**config.mk**
```make
export PLATFORM = sky130hd
export DESIGN_NAME = inst_fetch_unit
export DESIGN_NICKNAME = d
export VERILOG_FILES = /design/src/rtl/inst_fetch_unit.sv
export SDC_FILE = /design/constraint.sdc
export NUM_CORES = 1
export LEC_CHECK = 0
export BUFFER_PORTS_ARGS = -buffer_cell sky130_fd_sc_hd__buf_2
export CORE_UTILIZATION = 42
export DETAILED_ROUTE_END_ITERATION = 10
export PLACE_DENSITY = 0.87
export SETUP_SLACK_MARGIN = 0.15
export SLEW_MARGIN = 20
export SYNTH_ARGS = -nofsm -noshare
export SYNTH_HDL_FRONTEND = slang
export SYNTH_SLANG_ARGS = --single-unit
```
**constraint.sdc**
```tcl
create_clock -name clk -period 3.7 [get_ports clk]
set_clock_uncertainty 0.2 [all_clocks]
set_input_delay 0.555 -clock clk [delete_from_list [all_inputs] [get_ports clk]]
set_output_delay 0.555 -clock clk [all_outputs]
set_load 0.02 [all_outputs]
```
**src/rtl/inst_fetch_unit.sv**
```systemverilog
// inst_fetch_unit: instruction-fetch stage of the 5-stage pipeline.
//
// This unit owns the PC and drives a word address to a synchronous instruction ROM. The ROM
// registers its read on the falling edge. The returned word is captured into the IF/ID
// pipeline register on the next rising edge. Each posedge applies redirect, stall and
// out-of-range handling, with redirect taking the highest priority.
//
// Parameters:
//   RESET_PC    byte address fetched first after reset (bits [1:0] must be 0)
//   ADDR_WIDTH  ROM depth is 2**ADDR_WIDTH words; must match the ROM instance
//
// Ports:
//   clk           single clock, all state updates on posedge
//   rst           asynchronous active-high reset
//   stall         hold PC and IF/ID
//   redirect      branch/jump taken in EX this cycle
//   redirect_pc   byte target of the redirect; bits [1:0] are ignored
//   rom_addr      word address to the ROM, {2'b00, pc[31:2]}
//   rom_dout      ROM data for rom_addr (0 when out of range)
//   if_id_pc      PC of the captured instruction
//   if_id_pc4     if_id_pc + 4
//   if_id_inst    captured instruction, 32'h0 for a bubble
//   if_id_valid   1 = real instruction, 0 = bubble
//   fetch_err     sticky flag: PC left the ROM range; cleared by redirect or reset
//   perf_fetched  valid instructions delivered
//   perf_stalls   stall cycles (stall=1, redirect=0)
//
// Build option:
//   IF_PERF_CNT_EN  when defined, builds the two 32-bit wrapping performance counters.
//                   When undefined, perf_fetched and perf_stalls are tied to 32'h0.

module inst_fetch_unit #(
  parameter logic [31:0] RESET_PC   = 32'h0000_0000,
  parameter int unsigned ADDR_WIDTH = 6
) (
  input  logic        clk,
  input  logic        rst,
  input  logic        stall,
  input  logic        redirect,
  input  logic [31:0] redirect_pc,
  output logic [31:0] rom_addr,
  input  logic [31:0] rom_dout,
  output logic [31:0] if_id_pc,
  output logic [31:0] if_id_pc4,
  output logic [31:0] if_id_inst,
  output logic        if_id_valid,
  output logic        fetch_err,
  output logic [31:0] perf_fetched,
  output logic [31:0] perf_stalls
);

  logic [31:0] pc_q, pc_d;
  logic [31:0] id_pc_q, id_pc_d;
  logic [31:0] id_pc4_q, id_pc4_d;
  logic [31:0] id_inst_q, id_inst_d;
  logic        id_valid_q, id_valid_d;
  logic        err_q, err_d;
  logic        in_range;
  logic        load_valid;

  // Any PC bit above the ROM's byte-address span means the fetch is outside the ROM.
  assign in_range = ((pc_q >> (ADDR_WIDTH + 2)) == 32'd0);

  assign rom_addr = {2'b00, pc_q[31:2]};

  // The IF/ID register takes a real instruction only on the lowest-priority path.
  assign load_valid = !redirect && !stall && in_range;

  always_comb begin
    pc_d       = pc_q;
    id_pc_d    = id_pc_q;
    id_pc4_d   = id_pc4_q;
    id_inst_d  = id_inst_q;
    id_valid_d = id_valid_q;
    err_d      = err_q;

    if (redirect) begin
      // Redirect overrides stall and discards any held IF/ID content.
      pc_d       = {redirect_pc[31:2], 2'b00};
      id_pc_d    = 32'h0;
      id_pc4_d   = 32'h0;
      id_inst_d  = 32'h0;
      id_valid_d = 1'b0;
      err_d      = 1'b0;
    end else if (stall) begin
      // Hold everything.
    end else if (!in_range) begin
      // Park the PC and keep emitting bubbles until redirected.
      id_pc_d    = 32'h0;
      id_pc4_d   = 32'h0;
      id_inst_d  = 32'h0;
      id_valid_d = 1'b0;
      err_d      = 1'b1;
    end else begin
      id_pc_d    = pc_q;
      id_pc4_d   = pc_q + 32'd4;
      id_inst_d  = rom_dout;
      id_valid_d = 1'b1;
      pc_d       = pc_q + 32'd4;
    end
  end

  always_ff @(posedge clk or posedge rst) begin
    if (rst) begin
      pc_q       <= {RESET_PC[31:2], 2'b00};
      id_pc_q    <= 32'h0;
      id_pc4_q   <= 32'h0;
      id_inst_q  <= 32'h0;
      id_valid_q <= 1'b0;
      err_q      <= 1'b0;
    end else begin
      pc_q       <= pc_d;
      id_pc_q    <= id_pc_d;
      id_pc4_q   <= id_pc4_d;
      id_inst_q  <= id_inst_d;
      id_valid_q <= id_valid_d;
      err_q      <= err_d;
    end
  end

  assign if_id_pc    = id_pc_q;
  assign if_id_pc4   = id_pc4_q;
  assign if_id_inst  = id_inst_q;
  assign if_id_valid = id_valid_q;
  assign fetch_err   = err_q;

`ifdef IF_PERF_CNT_EN
  logic [31:0] fetched_q;
  logic [31:0] stalls_q;

  // Both counters wrap naturally at 2**32.
  always_ff @(posedge clk or posedge rst) begin
    if (rst) begin
      fetched_q <= 32'h0;
      stalls_q  <= 32'h0;
    end else begin
      if (load_valid) begin
        fetched_q <= fetched_q + 32'd1;
      end
      if (stall && !redirect) begin
        stalls_q <= stalls_q + 32'd1;
      end
    end
  end

  assign perf_fetched = fetched_q;
  assign perf_stalls  = stalls_q;
`else
  logic unused_perf;
  assign unused_perf  = load_valid;
  assign perf_fetched = 32'h0;
  assign perf_stalls  = 32'h0;
`endif

endmodule
```
-- After elaboration in Yosys (flattened, before gate mapping)
Cells that the tools add are included.
W data, S select, Z words.
- register bits: 130
- output and inout bits: 194
- add/subtract/negate cells: 1
- equality and inequality tests: 2
- mux-type cells: 18
- reduce and logical (&&, ||, !) cells: 4
- operators with widths (operator ; number):
    $mux W32 ; 12
    $add A32 B3 Y32 const B ; 1
    $logic_not A32 Y1 ; 1
    $mux W1 ; 6
    $reduce_and A2 Y1 ; 2
    $ne A2 B1 Y1 const B ; 1
    $ne A2 B2 Y1 const B ; 1
    $reduce_bool A2 Y1 ; 1

-- Longest topological paths before layout
Gate-level depths: netlist of the first run.
- depth after elaboration: 4
- mapped depth: 6
- gate-level depth less buffers: 5

-- Least setup slack after synthesis of the first run
Ideal clock, no wire load.
- kind: register -> register
- start: register pc_q[30]
- end: register pc_q[5]
- setup time: 82 ps
- data arrival time: 1688 ps
- data required time: 3418 ps
- setup slack: 1730 ps
- stages on the path, launching flop included: 6
- buffers on the path: 1
- clock period less this slack: 1970 ps
- cell sequence: dfrtp_1 nor4_2 nand4_1 buf_2 or4_1 a31oi_1
- word-level cells in the longest chain between the ends: 3
- ends and longest elaborated chain (element ; RTL line ; text):
    start, declared ; 52 ; logic [31:0] pc_q, pc_d;
    start signal, assigned ; 105 ; pc_q <= {RESET_PC[31:2], 2'b00};
    start signal, assigned ; 112 ; pc_q <= pc_d;
    $logic_not A32 Y1 ; 62 ; assign in_range = ((pc_q >> (ADDR_WIDTH + 2)) == 32'd0);
    $reduce_bool A2 Y1 (no line) ; - ;
    $reduce_and A2 Y1 (no line) ; - ;
Every way passes these cells.
A chain may end at the register's enable or synchronous reset.

-- Worst setup path in the final report of the first run
- start: register pc_q[25]
- end: register id_pc4_q[8], in the netlist if_id_pc4[8]
- word-level cells in the longest chain between the ends: 4
- ends and longest elaborated chain (element ; RTL line ; text):
    $logic_not A32 Y1 ; 62 ;
    $mux W32 ; 87 ; end else if (!in_range) begin
    $mux W32 ; 85 ; end else if (stall) begin
    $mux W32 ; 77 ; if (redirect) begin
    end signal, assigned ; 114 ; id_pc4_q <= id_pc4_d;
    end, declared ; 54 ; logic [31:0] id_pc4_q, id_pc4_d;
Every way passes these cells. The select of a mux whose other input is x is not followed.

==> results of run 1 <==
==> final timing paths <==
kind,startpoint,endpoint,depth (start not counted),slack (ps)
setup reg to reg,pc_q[25]$_DFFE_PP0P_,if_id_pc4[8]$_DFFE_PP0P_,4,1230
min in group clk,redirect_pc[17],pc_q[17]$_DFFE_PP0P_,2,180
hold reg to reg,fetch_err$_DFFE_PP0P_,fetch_err$_DFFE_PP0P_,1,290
max in group asynchronous,rst,if_id_pc[23]$_DFFE_PP0P_,3,2800
hold / removal,rst,if_id_inst[4]$_DFFE_PP0P_,3,50
setup / recovery,pc_q[25]$_DFFE_PP0P_,if_id_pc4[8]$_DFFE_PP0P_,4,1230
==> per-stage QoR <==
| stage | hold WS, ps | utilization (%) | total power, mW | cell area [um^2] | setup WS (ps) |
|---|---|---|---|---|---|
| finish | 45.3 | 54.1 | 3.33 | 6820 | 1230 |
| floorplan | 409 | - | 1.72 | 5700 | 1410 |
| detailed placement | 279 | 49.6 | 1.78 | 6260 | 1160 |
| CTS | 88.6 | 54.1 | 3.38 | 6820 | 1220 |
| global placement | 277 | 49.6 | 1.77 | 6260 | 1200 |
| global route | 114 | 54.1 | 3.48 | 6820 | 1000 |
==> cells in the final DEF (no fill, tap or decap), drive strengths merged, types with 2 or more instances in the layout <==
master / instances
clkinvlp: 3
conb: 66
clkbuf: 19
bufinv: 2
a21oi: 44
nor2: 7
clkinv: 8
xor2: 2
a31oi: 5
dfrtp: 125
nand4: 42
o31a: 2
o31ai: 3
xnor2: 3
or4: 3
and3: 49
nand3: 5
nand2: 45
buf: 199
mux2: 23
o41ai: 2
o21ai: 2
inv: 3
nor4: 7
==> state kept, by name (all words and copies together) (netlist names) <==
signal	flops
if_id_pc4	30
if_id_inst	32
pc_q	30
fetch_err	1
if_id_valid	1
if_id_pc	31
==> power groups by stage <==
stage | Clock, mW | Sequential [mW] | Combinational [mW]
after floorplan | 0 | 1.50 | 0.225
after global placement | 0 | 1.46 | 0.310
after detailed placement | 0 | 1.46 | 0.314
after CTS | 1.62 | 1.44 | 0.315
after global routing | 1.69 | 1.44 | 0.345
final | 1.57 | 1.44 | 0.313
==> critical path, cell delays in order, from the launching register on <==
cell and delay [ps]:
dfrtp_1 410, nor4_4 320, and4_2 900, nand2_1 180, o41ai_1 340
==> per-layer routing <==
metal / vias up / track usage [%] / share of wire (%)
li1: 1955 / - / -
met1: 2036 / 24.0 / 42
met4: 0 / 7.01 / 1.4
met5: - / 0 / 0
met2: 164 / 32.1 / 49
met3: 14 / 7.22 / 7.3
==> area by class of cell <==
cell class / count / area (um^2) / share of cell area (%)
timing repair buffer: 199 / 1020 / 15.0
inverter: 5 / 22.5 / 0.330
tap: 172 / 215 / 3.15
clock buffer: 19 / 443 / 6.49
sequential: 125 / 3130 / 45.8
clock inverter: 11 / 121 / 1.78
multi-input combinational: 322 / 1870 / 27.4
==> kinds of logic after synthesis <==
kind of cell | Yosys count | share of synthesized area [%]
simple gates | 164 | 17.3
flops | 125 | 57.4
buf+inv | 115 | 12.8
compound gates | 63 | 6.63
mux | 23 | 4.75
xor+xnor | 5 | 0.803
fa+ha+maj | 1 | 0.229
other cells | 1 | 0.0688
==> results_dict.tcl, run 1 <==
set metrics [dict create \
    clock_latency_ps 410 \
    start_kind "flop" \
    max_freq_ghz 0.405 \
    worst_ep_arrival_time_ps 2560 \
    drtAntennaViolNets 0 \
    crit_path_max_fanout 47 \
    coreArea_um2 12600 \
    nFillCells 1121 \
    leakagePower_nw 3.69 \
    max_slew_margin_pct 38.8 \
    synth_common_cells "125 x dfrtp_1, 69 x buf_4, 49 x and3_1, 45 x nand2_1, 44 x a21oi_1" \
    grt_use_total_pct 19.7 \
    irDropWorstVdd_uv 272 \
    drtPass1Iterations 4 \
    dieArea_um2 13400 \
    overflow 0 \
    synth_edf_count 0 \
    grt_pass1_wl_um 19900 \
    combPwrFrac_pct 9.4 \
    clkTransAtPathRegs_ps 50 \
    endpoint_kind "flop" \
    p_sw_uw 835 \
    fp.dieH_um 116 \
    antennaDiodeCount 0 \
    cts_num_sinks 125 \
    ctsLongestPathBuffers 2 \
    drt_wl_total_um 12700 \
    stdcell_count 853 \
    seq_area_frac_synth_pct 57.4 \
    hold_violations 0 \
    placed_cells 823 \
    syn_area_per_cell_um2 11.0 \
    synth_seq_cells 125 \
    powerDensity_nw_per_um2 488 \
    yosys_warnings 0 \
    drt_iter0_markers 221 \
    synthTopCellsByArea "dfrtp_1 57%, buf_4 9.5%, and3_1 5.6%" \
    min_path_type "input port to asynchronous set/reset pin" \
    run_status "completed" \
    finalCritPeriodShare_pct 66.7 \
    intPower_mw 2.49 \
    syn_area_um2 5450 \
    clockPowerShare_pct 47.3 \
    cts_made_buffers 17 \
    fin_setup_tns_ps 0 \
    drc 0 \
    area_delta_synth_final_pct 25.1 \
    power_frac_seq_pct 43.3 \
    yosysTopAreaCellShare_pct 57.4 \
    cts_setup_buffers 0 \
    numPortBuffers 193 \
    die_w_um 116 \
    drt-wirelength-per-cell_um 14.9 \
    io_pins 262 \
    postCtsHoldBufs 0 \
    vias 4169 \
    p_sw_share_pct 25.1 \
    antenna_found_initial 0 \
    synthCells 497 \
    required_ps 3790 \
    rsz0062_at_grt "no" \
    grt_pass1_vias 3888 \
    nets 739 \
    clock-root-buffer "clkbuf_16" \
    via_per_inst 4.89 \
    cts_tree "done" \
    maxCapViolations 0 \
    critPathKind "flop to flop" \
    synth_area_leader_cell "dfrtp_1" \
    place_congestion 0.715 \
    start_util_pct 43.2 \
    synth_flop_cell "dfrtp_1" \
    grt_max_degree 99 \
    drive_gt1_share_pct 38.6 \
    hpwl_um 8340 \
    cts_resized 0 \
    worstMarginPinSlew_ps 918 \
    min_period_ps 2470 \
    synth.distinct_cells 38 \
    setup_viol 0 \
    row_count 41 \
    yosysMostFrequentCell "dfrtp_1" \
    synthArstFlopShare_pct 100 \
    ctsHtreeMaxLevel 4 \
    slew_viol_final 0 \
]
Note: power is estimated with default switching activity, not from simulation.
==> run 2, diff against run 1 <==
Clock period 3.7 ns to 2 ns, I/O delays scaled along.
==> run 2 against run 1 <==
The run now ends with negative setup slack left. Maximum frequency grew 23%. Critical path depth grew 2. Register-to-register slack worse by 1200 ps. Sequential share of layout area down 7.3 points. Clock power rose by 110%. Die area unchanged. Final cell count increased by 12%.
==> results_dict.tcl, run 2 (synthesis results as in run 1) <==
set metrics [dict create \
    maxCapViolations 0 \
    grt_max_degree 99 \
    drive_gt1_share_pct 41.7 \
    fin_ws_ps -3.51 \
    min_path_type "input port to flop" \
    p_total_mw 6.70 \
    min_period_ps 2000 \
    setup_viol 1 \
    crit_path_max_fanout 8 \
    via_per_inst 4.95 \
    largest_register_ffs 32 \
    die_w_um 116 \
    leakagePower_nw 4.27 \
    run_status "complete, but fails checks" \
    coreArea_um2 12600 \
    endpoint_kind "flop" \
    place_congestion 0.774 \
    dieArea_um2 13400 \
    powerDensity_nw_per_um2 825 \
    hold_path_startpoint "redirect_pc[6]" \
    drt_wl_total_um 15900 \
    hpwl_um 8960 \
    nets 840 \
    hold_violations 0 \
    cts_tree "done" \
    max_freq_ghz 0.499 \
    clock-root-buffer "clkbuf_16" \
    required_ps 2110 \
    antennaDiodeCount 0 \
    io_pins 262 \
    antenna_found_initial 0 \
    drtAntennaViolNets 0 \
    grt_pass1_wl_um 23100 \
    drtPass1Iterations 4 \
    ctsHtreeMaxLevel 4 \
    timing.rr.end "if_id_pc4[8]$_DFFE_PP0P_" \
    cts_made_buffers 17 \
    holdPathStages 3 \
    drc 0 \
    fin_setup_tns_ps -3.51 \
    irDropWorstVdd_uv 607 \
    clock_latency_ps 420 \
    grt_use_total_pct 23.1 \
    dp_slack_ps -76.1 \
    final_cell_mix "193 x buf_2, 125 x dfrtp_1, 66 x conb_1" \
    start_util_pct 43.2 \
    violations "negative setup slack" \
    drt_iter0_markers 208 \
    final_common_cell "buf_2" \
    area_delta_synth_final_pct 48.8 \
    slew_viol_final 0 \
    cts_num_sinks 125 \
    vias 4732 \
    r2r_slack_ps -4 \
    critPathKind "flop to flop" \
    clkTransAtPathRegs_ps 60 \
    fp.dieH_um 116 \
    fin_util_pct 64.3 \
    numPortBuffers 193 \
    finalCritPeriodShare_pct 100 \
    overflow 0 \
    ff2ff_path_depth 6 \
    drt-wirelength-per-cell_um 16.6 \
    row_count 41 \
    rsz0062_at_grt "yes" \
    grt_pass1_vias 4553 \
    start_kind "flop" \
    r2r_start "pc_q[28]$_DFFE_PP0P_" \
    worst_ep_arrival_time_ps 2110 \
    ctsLongestPathBuffers 2 \
    hold_end "pc_q[6]$_DFFE_PP0P_" \
]
[run 2: worst max path at each step]
stage,end,depth (start not counted),slack [ps],startpoint
final,if_id_pc4[8]$_DFFE_PP0P_,6,-4,pc_q[28]$_DFFE_PP0P_
after global placement,pc_q[6]$_DFFE_PP0P_,4,-20,pc_q[16]$_DFFE_PP0P_
after CTS,pc_q[4]$_DFFE_PP0P_,7,40,pc_q[13]$_DFFE_PP0P_
after detailed placement,pc_q[7]$_DFFE_PP0P_,4,-80,pc_q[16]$_DFFE_PP0P_
after floorplan,fetch_err$_DFFE_PP0P_,1,-40,rst
after global routing,pc_q[4]$_DFFE_PP0P_,5,-100,pc_q[25]$_DFFE_PP0P_
[run 2: layout make-up]
class / count / area, um^2
Clock inverter: 13 / 178
Fill cell: 953 / 4500
Sequential cell: 125 / 3130
Clock buffer: 19 / 443
Inverter: 5 / 22.5
Multi-Input combinational cell: 323 / 2060
Timing Repair Buffer: 299 / 2070
Tap cell: 172 / 215
[run 2: report_power, final]
group	leakage, nW	internal [mW]	switching (mW)
Sequential	1.67	2.59	0.0786
Combinational	2.29	0.312	0.477
Clock	0.304	2.03	1.21
[run 2: repair_timing]
| item | 4_1_cts | 5_1_grt |
|---|---|---|
| setup endpoints to repair | 51 | 51 |
| pin swaps | 18 | 82 |
| hold buffers | 62 | 0 |
| buffers inserted | 11 | 6 |
| resized for setup | 11 | 35 |
| hold endpoints to repair | 76 | 0 |
| gates cloned | 2 | 4 |
[run 2: routing by layer]
| layer | track usage [%] | vias up | share of wire (%) |
|---|---|---|---|
| li1 | - | 2179 | - |
| met1 | 25.4 | 2286 | 39 |
| met2 | 40.1 | 230 | 51 |
| met3 | 8.00 | 37 | 7.2 |
| met4 | 10.5 | 0 | 3.0 |
| met5 | 0 | - | 0 |
[run 2: critical path: stages (launching register included)]
cell and delay (ps):
dfrtp_1 410, nor4_4 300, buf_4 150, and4_4 340, buf_4 170, nand2_4 60
o41ai_2 270
[run 2: stage by stage]
| stage | hold slack, ps | std cells | instance area (um^2) |
|---|---|---|---|
| finish | 13.9 | 956 | 8120 |
| global placement | 134 | 839 | 6450 |
| CTS | 3.09 | 946 | 7850 |
| detailed placement | 143 | 839 | 6450 |
| global route | 23.7 | 956 | 8120 |
| floorplan | 229 | 562 | 5710 |
==> run 3, diff against run 2 <==
Settings changed: GPL_ROUTABILITY_DRIVEN from default to 0, MAX_ROUTING_LAYER from default to met4, TNS_END_PERCENT from default to 50.
==> run 3 against run 2 <==
The flow still finishes with violations (negative setup slack). Design area down 6.2%. Critical path depth down 1. Utilization down 4.0 points. Via count down 5.7%. Highest routed layer unchanged.
==> results_dict.tcl, run 3 (synthesis results as in run 1) <==
set metrics [dict create \
    run_status "complete, but fails checks" \
    violations "negative setup slack" \
    irDropWorstVdd_uv 605 \
    grt_use_total_pct 22.7 \
    nFillCells 1024 \
    crit_path_max_fanout 9 \
    fin_setup_tns_ps -57.9 \
    row_count 41 \
    drt_wl_total_um 14400 \
    max_freq_ghz 0.494 \
    grt_pass1_wl_um 22200 \
    antennaDiodeCount 0 \
    die_w_um 116 \
    via_per_inst 4.81 \
    maxCapViolations 0 \
    grt_max_degree 126 \
    io_pins 262 \
    min_path_type "input port to flop" \
    critPathKind "flop to flop" \
    coreArea_um2 12600 \
    clkTransAtPathRegs_ps 60 \
    worst_ep_arrival_time_ps 2140 \
    endpoint_kind "flop" \
    drt-wirelength-per-cell_um 15.5 \
    cts_made_buffers 17 \
    start_util_pct 43.2 \
    hpwl_um 8540 \
    drc 0 \
    setup_viol 3 \
    drtPass1Iterations 4 \
    largest_register_ffs 32 \
    final_cell_mix "193 x buf_2, 125 x dfrtp_1, 66 x conb_1" \
    start_kind "flop" \
    fin_hold_ws_ps 24.7 \
    leakagePower_nw 4.02 \
    clock-root-buffer "clkbuf_16" \
    hold_violations 0 \
    antenna_found_initial 0 \
    powerDensity_nw_per_um2 837 \
    grt_pass1_vias 4411 \
    required_ps 2120 \
    drt_iter0_markers 243 \
    clock_latency_ps 410 \
    drtAntennaViolNets 0 \
    nets 812 \
    dieArea_um2 13400 \
    drive_gt1_share_pct 36.8 \
    cts_tree "done" \
    ctsLongestPathBuffers 2 \
    final_common_cell "buf_2" \
    ctsHtreeMaxLevel 4 \
    area_delta_synth_final_pct 39.6 \
    rsz0062_at_grt "yes" \
    overflow 0 \
    numPortBuffers 193 \
    fp.dieH_um 116 \
    cts_num_sinks 125 \
    min_period_ps 2020 \
    max_slew_margin_pct 57.0 \
    finalCritPeriodShare_pct 101 \
    fin_ws_ps -23.4 \
    vias 4464 \
    slew_viol_final 0 \
    worstMarginPinSlew_ps 645 \
]
run 3: changes by cell type in the layout (fill, tap and decap cells not counted), sizes merged:
cell / delta
clkinv: +2
buf: -25
nand3: -1
clkbuf: -2
clkinvlp: +5
inv: -6
bufinv: -1
run 3: stage by stage:
step / cell area [um^2] / setup WS (ps) / utilization [%] / std cells / power, mW
CTS: 7600 / -84.6 / 60.2 / 928 / 6.43
floorplan: 5700 / -39.3 / - / 562 / 3.19
global route: 7610 / -139 / 60.3 / 928 / 6.60
finish: 7610 / -23.4 / 60.3 / 928 / 6.38
detailed placement: 6380 / -89.3 / 50.5 / 832 / 3.30
global placement: 6380 / -48.5 / 50.5 / 832 / 3.29
run 3: final cells by class:
class	count	area, um^2	share of cell area [%]
clock buffers	19	443	5.82
clock inverters	13	143	1.87
inverters	5	22.5	0.296
multi-input cells	322	1880	24.7
flip-flops and latches	125	3130	41.1
well taps	172	215	2.83
repair buffers	272	1780	23.4
run 3: path summary, 6_finish.rpt:
kind | end | cells after the start | slack (ps) | start
hold / removal | pc_q[6]$_DFFE_PP0P_ | 3 | 20 | redirect_pc[6]
setup / recovery | pc_q[4]$_DFFE_PP0P_ | 5 | -20 | pc_q[25]$_DFFE_PP0P_
max in group asynchronous | if_id_pc[7]$_DFFE_PP0P_ | 4 | 680 | rst
hold reg to reg | fetch_err$_DFFE_PP0P_ | 1 | 290 | fetch_err$_DFFE_PP0P_
min in group asynchronous | if_id_inst[5]$_DFFE_PP0P_ | 4 | 450 | rst
setup reg to reg | pc_q[4]$_DFFE_PP0P_ | 5 | -20 | pc_q[25]$_DFFE_PP0P_
run 3: what timing repair did:
item,CTS,global route
buffers inserted,2,0
setup endpoints to repair,50,52
hold buffers,62,0
resized for setup,1,3
pin swaps,3,2
hold endpoints to repair,186,0
run 3: power breakdown:
| group | total, mW | switching (mW) | internal, mW |
|---|---|---|---|
| Sequential | 2.66 | 0.0677 | 2.59 |
| Combinational | 0.706 | 0.439 | 0.267 |
| Clock | 3.01 | 1.14 | 1.87 |
| Total | 6.38 | 1.65 | 4.73 |
run 3: per-layer routing:
layer	wire length, um	up-vias	GRT usage (%)
met1	5900	2146	26.2
met3	798	33	4.76
met4	487	0	12.2
met2	7170	180	37.1
li1	-	2105	-
met5	0	-	-
run 3: worst max-delay path, stage by stage, from the launching register on:
cell	delay, ps
dfrtp_1	410
nor4_4	320
nand4_1	180
buf_6	180
or4_1	470
a31oi_1	180
